`config.mk`:
```
export PLATFORM = sky130hd
export DESIGN_NAME = ahb_err_slv_flat
export DESIGN_NICKNAME = d
export VERILOG_FILES = /design/src/rtl/ahb_err_slv_pkg.sv /design/src/rtl/ahb_err_slv_if.sv /design/src/rtl/ahb_err_slv_log.sv /design/src/rtl/ahb_err_slv.sv /design/src/flat_wrapper.sv
export SDC_FILE = /design/constraint.sdc
export NUM_CORES = 1
export LEC_CHECK = 0
export BUFFER_PORTS_ARGS = -buffer_cell sky130_fd_sc_hd__buf_2
export CAP_MARGIN = 10
export CORE_AREA = 2 2 76 78
export CTS_BUF_LIST = sky130_fd_sc_hd__clkbuf_4
export DETAILED_ROUTE_END_ITERATION = 8
export DIE_AREA = 0 0 78 80
export HOLD_SLACK_MARGIN = 0.15
export PLACE_DENSITY = 0.94
export SETUP_SLACK_MARGIN = 0.1
export SYNTH_ARGS = -nofsm -noshare
export SYNTH_HDL_FRONTEND = slang
export SYNTH_SLANG_ARGS = --single-unit
```
`constraint.sdc`:
```
create_clock -name pll_core_cpuclk -period 5.2 [get_ports pll_core_cpuclk]
set_input_delay 1.56 -clock pll_core_cpuclk [delete_from_list [all_inputs] [get_ports pll_core_cpuclk]]
set_output_delay 1.56 -clock pll_core_cpuclk [all_outputs]
set_load 0.1 [all_outputs]
```
`src/rtl/ahb_err_slv_pkg.sv`:
```
// Shared constants and state encoding for the AHB-Lite error slave.
package ahb_err_pkg;

    localparam logic [1:0] HTRANS_IDLE   = 2'b00;
    localparam logic [1:0] HTRANS_BUSY   = 2'b01;
    localparam logic [1:0] HTRANS_NONSEQ = 2'b10;
    localparam logic [1:0] HTRANS_SEQ    = 2'b11;

    localparam logic [1:0] HRESP_OKAY  = 2'b00;
    localparam logic [1:0] HRESP_ERROR = 2'b01;

    typedef enum logic [1:0] {
        ST_IDLE = 2'b00,
        ST_WAIT = 2'b01,
        ST_ERR1 = 2'b10,
        ST_ERR2 = 2'b11
    } state_t;

    // NONSEQ and SEQ both have htrans[1] set; IDLE/BUSY do not.
    function automatic logic is_active(input logic [1:0] htrans);
        return htrans[1];
    endfunction

endpackage

```
`src/rtl/ahb_err_slv_if.sv`:
```
// AHB-Lite slave-side bus bundle used by the error slave.
interface ahb_err_slv_if #(
    parameter int ADDR_W = 32,
    parameter int DATA_W = 32
);
    logic              hsel;
    logic [1:0]        htrans;
    logic [ADDR_W-1:0] haddr;
    logic              hwrite;
    logic [2:0]        hsize;
    logic [2:0]        hburst;
    logic [3:0]        hprot;
    logic              hmastlock;
    logic [DATA_W-1:0] hwdata;
    logic              hreadyin;
    logic [DATA_W-1:0] hrdata;
    logic              hready;
    logic [1:0]        hresp;

    modport master (
        output hsel, htrans, haddr, hwrite, hsize, hburst, hprot, hmastlock, hwdata, hreadyin,
        input  hrdata, hready, hresp
    );

    modport slave (
        input  hsel, htrans, haddr, hwrite, hsize, hburst, hprot, hmastlock, hwdata, hreadyin,
        output hrdata, hready, hresp
    );
endinterface

```
`src/rtl/ahb_err_slv_log.sv`:
```
// First-fault capture, saturating fault counter and optional irq (macro ERR_SLV_IRQ_EN).
module err_slv_log
    import ahb_err_pkg::*;
#(
    parameter int ADDR_W = 32,
    parameter int CNT_W  = 8
) (
    input  logic              pll_core_cpuclk,
    input  logic              pad_cpu_rst_b,
    input  logic              accept,
    input  logic [ADDR_W-1:0] haddr,
    input  logic              hwrite,
    input  logic [2:0]        hsize,
    input  logic              err_clr,
    output logic              err_vld,
    output logic [ADDR_W-1:0] err_addr,
    output logic [3:0]        err_info,
    output logic [CNT_W-1:0]  err_cnt,
    output logic              err_irq
);

    always_ff @(posedge pll_core_cpuclk or negedge pad_cpu_rst_b) begin
        if (!pad_cpu_rst_b) begin
            err_vld  <= 1'b0;
            err_addr <= '0;
            err_info <= '0;
            err_cnt  <= '0;
        end else if (err_clr) begin
            // A fault arriving with the clear is the first entry of the fresh log.
            if (accept) begin
                err_vld  <= 1'b1;
                err_addr <= haddr;
                err_info <= {hwrite, hsize};
                err_cnt  <= CNT_W'(1);
            end else begin
                err_vld  <= 1'b0;
                err_addr <= '0;
                err_info <= '0;
                err_cnt  <= '0;
            end
        end else if (accept) begin
            if (!err_vld) begin
                err_vld  <= 1'b1;
                err_addr <= haddr;
                err_info <= {hwrite, hsize};
            end
            if (err_cnt != '1) begin
                err_cnt <= err_cnt + CNT_W'(1);
            end
        end
    end

`ifdef ERR_SLV_IRQ_EN
    logic irq_q;

    always_ff @(posedge pll_core_cpuclk or negedge pad_cpu_rst_b) begin
        if (!pad_cpu_rst_b) begin
            irq_q <= 1'b0;
        end else begin
            irq_q <= err_vld;
        end
    end

    assign err_irq = irq_q;
`else
    assign err_irq = 1'b0;
`endif

endmodule

```
`src/rtl/ahb_err_slv.sv`:
```
// AHB-Lite default/error slave: WAIT_CYCLES wait states then a two-cycle ERROR response.
// Optional level interrupt from the fault log is enabled by defining ERR_SLV_IRQ_EN.
//
// state | meaning
// IDLE  | no transfer pending, hready=1 / OKAY
// WAIT  | wait states, hready=0 / OKAY, wait_cnt counts down
// ERR1  | first ERROR cycle, hready=0
// ERR2  | second ERROR cycle, hready=1; may accept the next transfer
module ahb_err_slv
    import ahb_err_pkg::*;
#(
    parameter int ADDR_W      = 32,
    parameter int DATA_W      = 32,
    parameter int WAIT_CYCLES = 0,
    parameter int CNT_W       = 8
) (
    input  logic              pll_core_cpuclk,
    input  logic              pad_cpu_rst_b,
    ahb_err_slv_if.slave      bus,
    input  logic              err_clr,
    output logic              err_vld,
    output logic [ADDR_W-1:0] err_addr,
    output logic [3:0]        err_info,
    output logic [CNT_W-1:0]  err_cnt,
    output logic              err_irq
);

    // WAIT_CYCLES is limited to 0..15 so the load value fits the 4-bit down-counter.
    localparam logic [3:0] WAIT_LOAD = (WAIT_CYCLES > 0) ? 4'(WAIT_CYCLES - 1) : 4'd0;
    localparam bit         HAS_WAIT  = (WAIT_CYCLES > 0);

    state_t     state;
    logic [3:0] wait_cnt;
    logic       hready_q;
    logic [1:0] hresp_q;
    logic       accept;

    assign accept = bus.hsel & is_active(bus.htrans) & bus.hreadyin;

    always_ff @(posedge pll_core_cpuclk or negedge pad_cpu_rst_b) begin
        if (!pad_cpu_rst_b) begin
            state    <= ST_IDLE;
            wait_cnt <= '0;
            hready_q <= 1'b1;
            hresp_q  <= HRESP_OKAY;
        end else begin
            case (state)
                ST_IDLE, ST_ERR2: begin
                    if (accept) begin
                        hready_q <= 1'b0;
                        if (HAS_WAIT) begin
                            state    <= ST_WAIT;
                            wait_cnt <= WAIT_LOAD;
                            hresp_q  <= HRESP_OKAY;
                        end else begin
                            state   <= ST_ERR1;
                            hresp_q <= HRESP_ERROR;
                        end
                    end else begin
                        state    <= ST_IDLE;
                        hready_q <= 1'b1;
                        hresp_q  <= HRESP_OKAY;
                    end
                end
                ST_WAIT: begin
                    hready_q <= 1'b0;
                    if (wait_cnt == 4'd0) begin
                        state   <= ST_ERR1;
                        hresp_q <= HRESP_ERROR;
                    end else begin
                        wait_cnt <= wait_cnt - 4'd1;
                        hresp_q  <= HRESP_OKAY;
                    end
                end
                ST_ERR1: begin
                    state    <= ST_ERR2;
                    hready_q <= 1'b1;
                    hresp_q  <= HRESP_ERROR;
                end
                default: begin
                    state    <= ST_IDLE;
                    hready_q <= 1'b1;
                    hresp_q  <= HRESP_OKAY;
                end
            endcase
        end
    end

    assign bus.hready = hready_q;
    assign bus.hresp  = hresp_q;
    assign bus.hrdata = '0;

    logic unused_bus;
    assign unused_bus = ^{bus.hburst, bus.hprot, bus.hmastlock, bus.hwdata};

    err_slv_log #(
        .ADDR_W (ADDR_W),
        .CNT_W  (CNT_W)
    ) u_log (
        .pll_core_cpuclk (pll_core_cpuclk),
        .pad_cpu_rst_b   (pad_cpu_rst_b),
        .accept          (accept),
        .haddr           (bus.haddr),
        .hwrite          (bus.hwrite),
        .hsize           (bus.hsize),
        .err_clr         (err_clr),
        .err_vld         (err_vld),
        .err_addr        (err_addr),
        .err_info        (err_info),
        .err_cnt         (err_cnt),
        .err_irq         (err_irq)
    );

endmodule

```
`src/flat_wrapper.sv`:
```
// flat-port wrapper written by rule: the top's interface ports become plain ports
module ahb_err_slv_flat import ahb_err_pkg::*;
#(
    parameter int ADDR_W      = 32,
    parameter int DATA_W      = 32,
    parameter int WAIT_CYCLES = 0,
    parameter int CNT_W       = 8
)
  (pll_core_cpuclk, pad_cpu_rst_b, err_clr, err_vld, err_addr, err_info, err_cnt, err_irq, bus_hsel, bus_htrans, bus_haddr, bus_hwrite, bus_hsize, bus_hburst, bus_hprot, bus_hmastlock, bus_hwdata, bus_hreadyin, bus_hrdata, bus_hready, bus_hresp);
  ahb_err_slv_if #(.ADDR_W(ADDR_W), .DATA_W(DATA_W)) bus_i ();
  input  logic pll_core_cpuclk;
  input  logic pad_cpu_rst_b;
  input  logic err_clr;
  output logic err_vld;
  output logic [ADDR_W-1:0] err_addr;
  output logic [3:0] err_info;
  output logic [CNT_W-1:0] err_cnt;
  output logic err_irq;
  input wire logic [$bits(bus_i.hsel)-1:0] bus_hsel;
  input wire logic [$bits(bus_i.htrans)-1:0] bus_htrans;
  input wire logic [$bits(bus_i.haddr)-1:0] bus_haddr;
  input wire logic [$bits(bus_i.hwrite)-1:0] bus_hwrite;
  input wire logic [$bits(bus_i.hsize)-1:0] bus_hsize;
  input wire logic [$bits(bus_i.hburst)-1:0] bus_hburst;
  input wire logic [$bits(bus_i.hprot)-1:0] bus_hprot;
  input wire logic [$bits(bus_i.hmastlock)-1:0] bus_hmastlock;
  input wire logic [$bits(bus_i.hwdata)-1:0] bus_hwdata;
  input wire logic [$bits(bus_i.hreadyin)-1:0] bus_hreadyin;
  output wire logic [$bits(bus_i.hrdata)-1:0] bus_hrdata;
  output wire logic [$bits(bus_i.hready)-1:0] bus_hready;
  output wire logic [$bits(bus_i.hresp)-1:0] bus_hresp;
  assign bus_i.hsel = bus_hsel;
  assign bus_i.htrans = bus_htrans;
  assign bus_i.haddr = bus_haddr;
  assign bus_i.hwrite = bus_hwrite;
  assign bus_i.hsize = bus_hsize;
  assign bus_i.hburst = bus_hburst;
  assign bus_i.hprot = bus_hprot;
  assign bus_i.hmastlock = bus_hmastlock;
  assign bus_i.hwdata = bus_hwdata;
  assign bus_i.hreadyin = bus_hreadyin;
  assign bus_hrdata = bus_i.hrdata;
  assign bus_hready = bus_i.hready;
  assign bus_hresp = bus_i.hresp;
  ahb_err_slv #(.ADDR_W(ADDR_W), .DATA_W(DATA_W), .WAIT_CYCLES(WAIT_CYCLES), .CNT_W(CNT_W)) u_core (.pll_core_cpuclk(pll_core_cpuclk), .pad_cpu_rst_b(pad_cpu_rst_b), .bus(bus_i), .err_clr(err_clr), .err_vld(err_vld), .err_addr(err_addr), .err_info(err_info), .err_cnt(err_cnt), .err_irq(err_irq));
endmodule
```
; ---- Word-level counts from Yosys, hierarchy flattened
; Cells that the tools add are included.
[op_classes]
n_addsub = 2
bitwise = 3
n_eq_ne = 6
reduce_logical = 8
n_mux = 23
[op_table]
columns = cell, count
row1 = $mux W32, 4
row2 = $mux W8, 3
row3 = $mux W4, 4
row4 = $pmux W2 S3, 2
row5 = $add A8 B1 Y8 const B, 1
row6 = $ne A8 B8 Y1 const B, 1
row7 = $mux W1, 7
row8 = $reduce_and A2 Y1, 3
row9 = $eq A2 B2 Y1 const B, 2
row10 = $logic_not A4 Y1, 1
row11 = $mux W2, 2
row12 = $reduce_bool A2 Y1, 2
row13 = $sub A4 B1 Y4 const B, 1
row14 = $pmux W1 S3, 1
row15 = $and A1 B1 Y1, 2
row16 = $eq A2 B1 Y1 const B, 1
row17 = $logic_not A2 Y1, 1
row18 = $ne A2 B1 Y1 const B, 1
row19 = $ne A2 B2 Y1 const B, 1
row20 = $reduce_or A2 Y1, 1
row21 = $not A1 Y1, 1
[totals]
regBits = 54
output_inout_bits = 81
word_cells = 50

; ---- Longest topological paths before layout
[depth]
word_depth = 4
ltp_mapped = 5
depth_no_buf = 5

; ---- Hierarchy
; A second synthesis with hierarchy kept.
[hier_totals]
hier_cells = 204
hier_area_um2 = 2397.3
[modules_own_cells]
columns = mod, seq_area_each_um2, area_each_um2, cells_each, n_inst
row1 = err_slv_log, 1126.1, 1761.7, 135, 1
row2 = ahb_err_slv, 201.4, 635.6, 69, 1

; ---- Worst setup path before layout
; Ideal clock, no wire load.
[synth_path]
path_kind = flip-flop to output port
from = register u_core.u_log.err_cnt[2]
to = output port err_cnt[2]
path_stages_with_launch = 1
path_buffers = 0
arrival_ps = 965
setup_slack_ps = 2675
cell_sequence = dfrtp_1
[synth_lines]
columns = element, line
row1 = "start, declared", ahb_err_slv_log.sv:18  ; output logic [CNT_W-1:0] err_cnt,
row2 = "start signal, assigned", ahb_err_slv_log.sv:48  ; err_cnt <= err_cnt + CNT_W'(1);
row3 = "end, declared", flat_wrapper.sv:17  ; output logic [CNT_W-1:0] err_cnt;
; No word-level cell between the ends.

; ---- Worst setup path in the final report
[layout_path]
from = register u_core.hready_q (netlist: u_core.bus.hready)
to = output port bus_hready
[layout_lines]
columns = element, line
row1 = "start, declared", ahb_err_slv.sv:34  ; logic hready_q;
row2 = "start signal, assigned", ahb_err_slv.sv:44  ; hready_q <= 1'b1;
row3 = "start signal, assigned", ahb_err_slv.sv:50  ; hready_q <= 1'b0;
row4 = "start signal, assigned", ahb_err_slv.sv:61  ; hready_q <= 1'b1;
row5 = "end, declared", flat_wrapper.sv:30  ; output wire logic [$bits(bus_i.hready)-1:0] bus_hready;
; No word-level cell between the ends.

==> impl_metrics.csv <==
group,metric,value,unit
job,cap_violations,0,
timing,fin_crit_sh,55.1,%
cts,numCtsBuffers,5,
cts,cts.sinks,53,
yosys,ys_async_sr_fraction,100,%
timing,finalCriticalPeriod,2860,ps
cts,clk_latency,350,ps
yosys,synthTopCellsByArea,"dfrtp_1 53%, a22o_1 13%, buf_4 10%, ha_1 2.0%, buf_6 1.8%",
setup_path,required,3640,ps
cts,cts_root_buf,"clkbuf_4",
power,ir_worst_vdd,0.181,mV
floorplan,fp.dieArea,6240,um2
run_status,status,"finished, final reports clean",
global_route,grt_pass1_vias,1699,
setup_path,cp_cell_sequence,"buf_2",
global_route,grt_start_max_net_pins,54,
yosys,synth_edf_count,0,
yosys,synth_top_cell_by_area,"dfrtp_1",
cells_and_area,nets,380,
cts,clkTransAtPathRegs,140,ps
timing,clock_skew,11.0,ps
cts,cts_tree,"built",
power,p_leak,1.58,nW
global_route,overflow,0,
cells_and_area,area_growth,16.9,%
timing,tns,0,ps
yosys,syn-cell-area,2460,um2
timing,max_freq,0.349,GHz
place,dpl.hpwl,3370,um
cells_and_area,num_antenna_cells,0,
hold_path,holdCritPathClass,"reg -> reg",
route,wirelength,4720,um
yosys,ys_ff_latch,53,
route,drt-initial-drc-count,54,
setup_path,critPathKind,"reg -> out",
setup_path,end_kind,"output port",
cts,cts_resized,0,
setup_path,arrival,1300,ps
route,drc,0,
route,dr.pass1.iters,4,
floorplan,num_rows,27,
route,viasPerCell,4.87,
place,placed_cells,357,
cells_and_area,layout-drive-gt1-share,36.9,%
floorplan,die_x,78,um
cells_and_area,fin_util,53.3,%
cells_and_area,final_cells,365,
power,powerDensity,369,nW/um2
global_route,track_usage,15.2,%
timing,maxSlewHeadroom,65.1,%
global_route,grt_pass1_wl,7610,um
floorplan,fp.dieH,80,um
cts,ctsHoldBuffers,0,
place,place_area,2810,um2
setup_path,cp_slowest_stage_delay,540,ps
setup_path,crit_slowest_cell,"dfstp_2",
setup_path,crit_family,"flip-flops",
floorplan,start_util,45.6,%
route,drtAntennaViolNets,0,
place,numPortBuffers,88,
cells_and_area,finalInstanceArea,2880,um2
floorplan,coreArea,5410,um2
setup_path,path_max_fanout,1,
yosys,synth_ff_type,"dfrtp_1",
timing,worstMarginPinSlew,524,ps
yosys,netlist_instances,205,
route,vias,1779,
place,finalWeightedCongestion,0.733,
floorplan,io-pin-count,164,
yosys,avgSynthCellArea,12.0,um2
global_route,grt_antenna_before_repair,0,
setup_path,worst-path-buf-inv,1,
cts,cts_setup_buffers,0,
timing,rsz0062_at_grt,"false",
route,routedWlPerCell,12.9,um
yosys,yosys_warnings,0,
yosys,synth_cell_types,38,
timing,slew_violations,0,
cts,cts_max_path_buffers,2,
yosys,ys_seq_area_share,53.9,%
cts,cts_max_level,2,
yosys,yosysTopAreaCellShare,52.8,%
timing,finalHoldViolCount,0,
timing,worst_slack,2340,ps
place,pre_cts_slack,2390,ps
setup_path,rrSetupSlack,3430,ps
setup_path,start_kind,"register",
timing,finalSetupViolations,0,
## cells in the mapped netlist, types with 3 or more instances
cell     count
a21oi_1      6
a22o_1      36
buf_2        3
buf_4       34
buf_6        4
dfrtp_1     52
ha_1         4
inv_1        9
mux2_2       4
nand2_1      9
nand3_1      3
nor2_1       3
nor2b_1      3
nor3_1       3
## cell usage in the layout (no fill, tap or decap), types with 2 or more instances in the layout
cell | netlist | routed
buf_2 | 3 | 88
dfrtp_1 | 52 | 52
a22o_1 | 36 | 36
conb_1 | 1 | 34
inv_1 | 9 | 9
nand2_1 | 9 | 9
a21oi_1 | 6 | 6
clkbuf_4 | 0 | 5
mux2_2 | 4 | 4
ha_1 | 4 | 4
nor2_1 | 3 | 3
nor2b_1 | 3 | 3
nand3_1 | 3 | 3
nor3_1 | 3 | 3
and3_1 | 2 | 2
o21ai_0 | 2 | 2
mux2i_1 | 2 | 2
xnor2_1 | 2 | 2
a21oi_2 | 2 | 2
nor4_1 | 2 | 2
a211oi_1 | 2 | 2
buf_4 | 34 | 2
## layout make-up
type,count,area (um2)
multi-input cells,133,905
clock buffers,5,37.5
inverters,9,33.8
clock inverters,2,11.3
flip-flops and latches,53,1330
repair buffers,91,475
fillers,504,2520
well taps,72,90.1
## power by group
part           total [mW]  switching (mW)  internal, mW
Sequential          0.465          0.0175         0.447
Combinational       0.434           0.362        0.0723
Clock               0.163           0.114        0.0489
Total                1.06           0.493         0.569
## kinds of logic after synthesis
kind of cell	Yosys count	share of synthesized area (%)
DFF	53	53.9
AOI/OAI and AO/OA	54	18.5
buffers and inverters	52	14.5
other	1	0.152
xor gates and xnor gates	2	0.711
muxes	7	3.10
and+or+nand+nor	32	7.16
adders and majority gates	4	2.03
## sequential cells by signal (all words and copies together), names as in the netlist
register / cells
u_core.u_log.err_addr: 32
u_core.u_log.err_cnt: 8
u_core.u_log.err_info: 4
u_core.wait_cnt: 4
u_core.state: 2
u_core.bus.hready: 1
u_core.bus.hresp: 1
u_core.u_log.err_vld: 1
## layer usage
| layer | GRT usage, % | vias to the layer above | wire [um] |
|---|---|---|---|
| li1 | - | 844 | - |
| met1 | 17.6 | 858 | 1900 |
| met2 | 27.9 | 71 | 2440 |
| met3 | 3.39 | 6 | 331 |
| met4 | 4.91 | 0 | 50 |
| met5 | 0 | - | 0 |
## worst reg2reg max path: cells and delay by family, from the launching register on
kind,cells,cell delay (ps)
buffers and inverters,1,70
DFF,1,430
adders and majority gates,1,150
and+or+nand+nor,2,670
muxes,1,360
## per-stage QoR
stage | hold WS (ps) | power, mW
2_1_floorplan | 451 | 0.859
3_3_place_gp | 469 | 0.895
3_5_place_dp | 487 | 0.906
4_1_cts | 515 | 1.07
5_1_grt | 534 | 1.12
6_report | 508 | 1.06
## path summary, 6_finish.rpt
check,startpoint,end,cells past startpoint
worst max-delay path,u_core.bus.hready,bus_hready,1
worst min-delay path,u_core.wait_cnt[3],u_core.wait_cnt[3],1
worst max register to register,u_core.wait_cnt[0],u_core.state[1],5
worst min register to register,u_core.wait_cnt[3],u_core.wait_cnt[3],1
max in group asynchronous,pad_cpu_rst_b,u_core.u_log.err_addr[10],2
min in group asynchronous,pad_cpu_rst_b,u_core.bus.hresp[0],1
No activity file was read; power rests on OpenSTA's default activity.
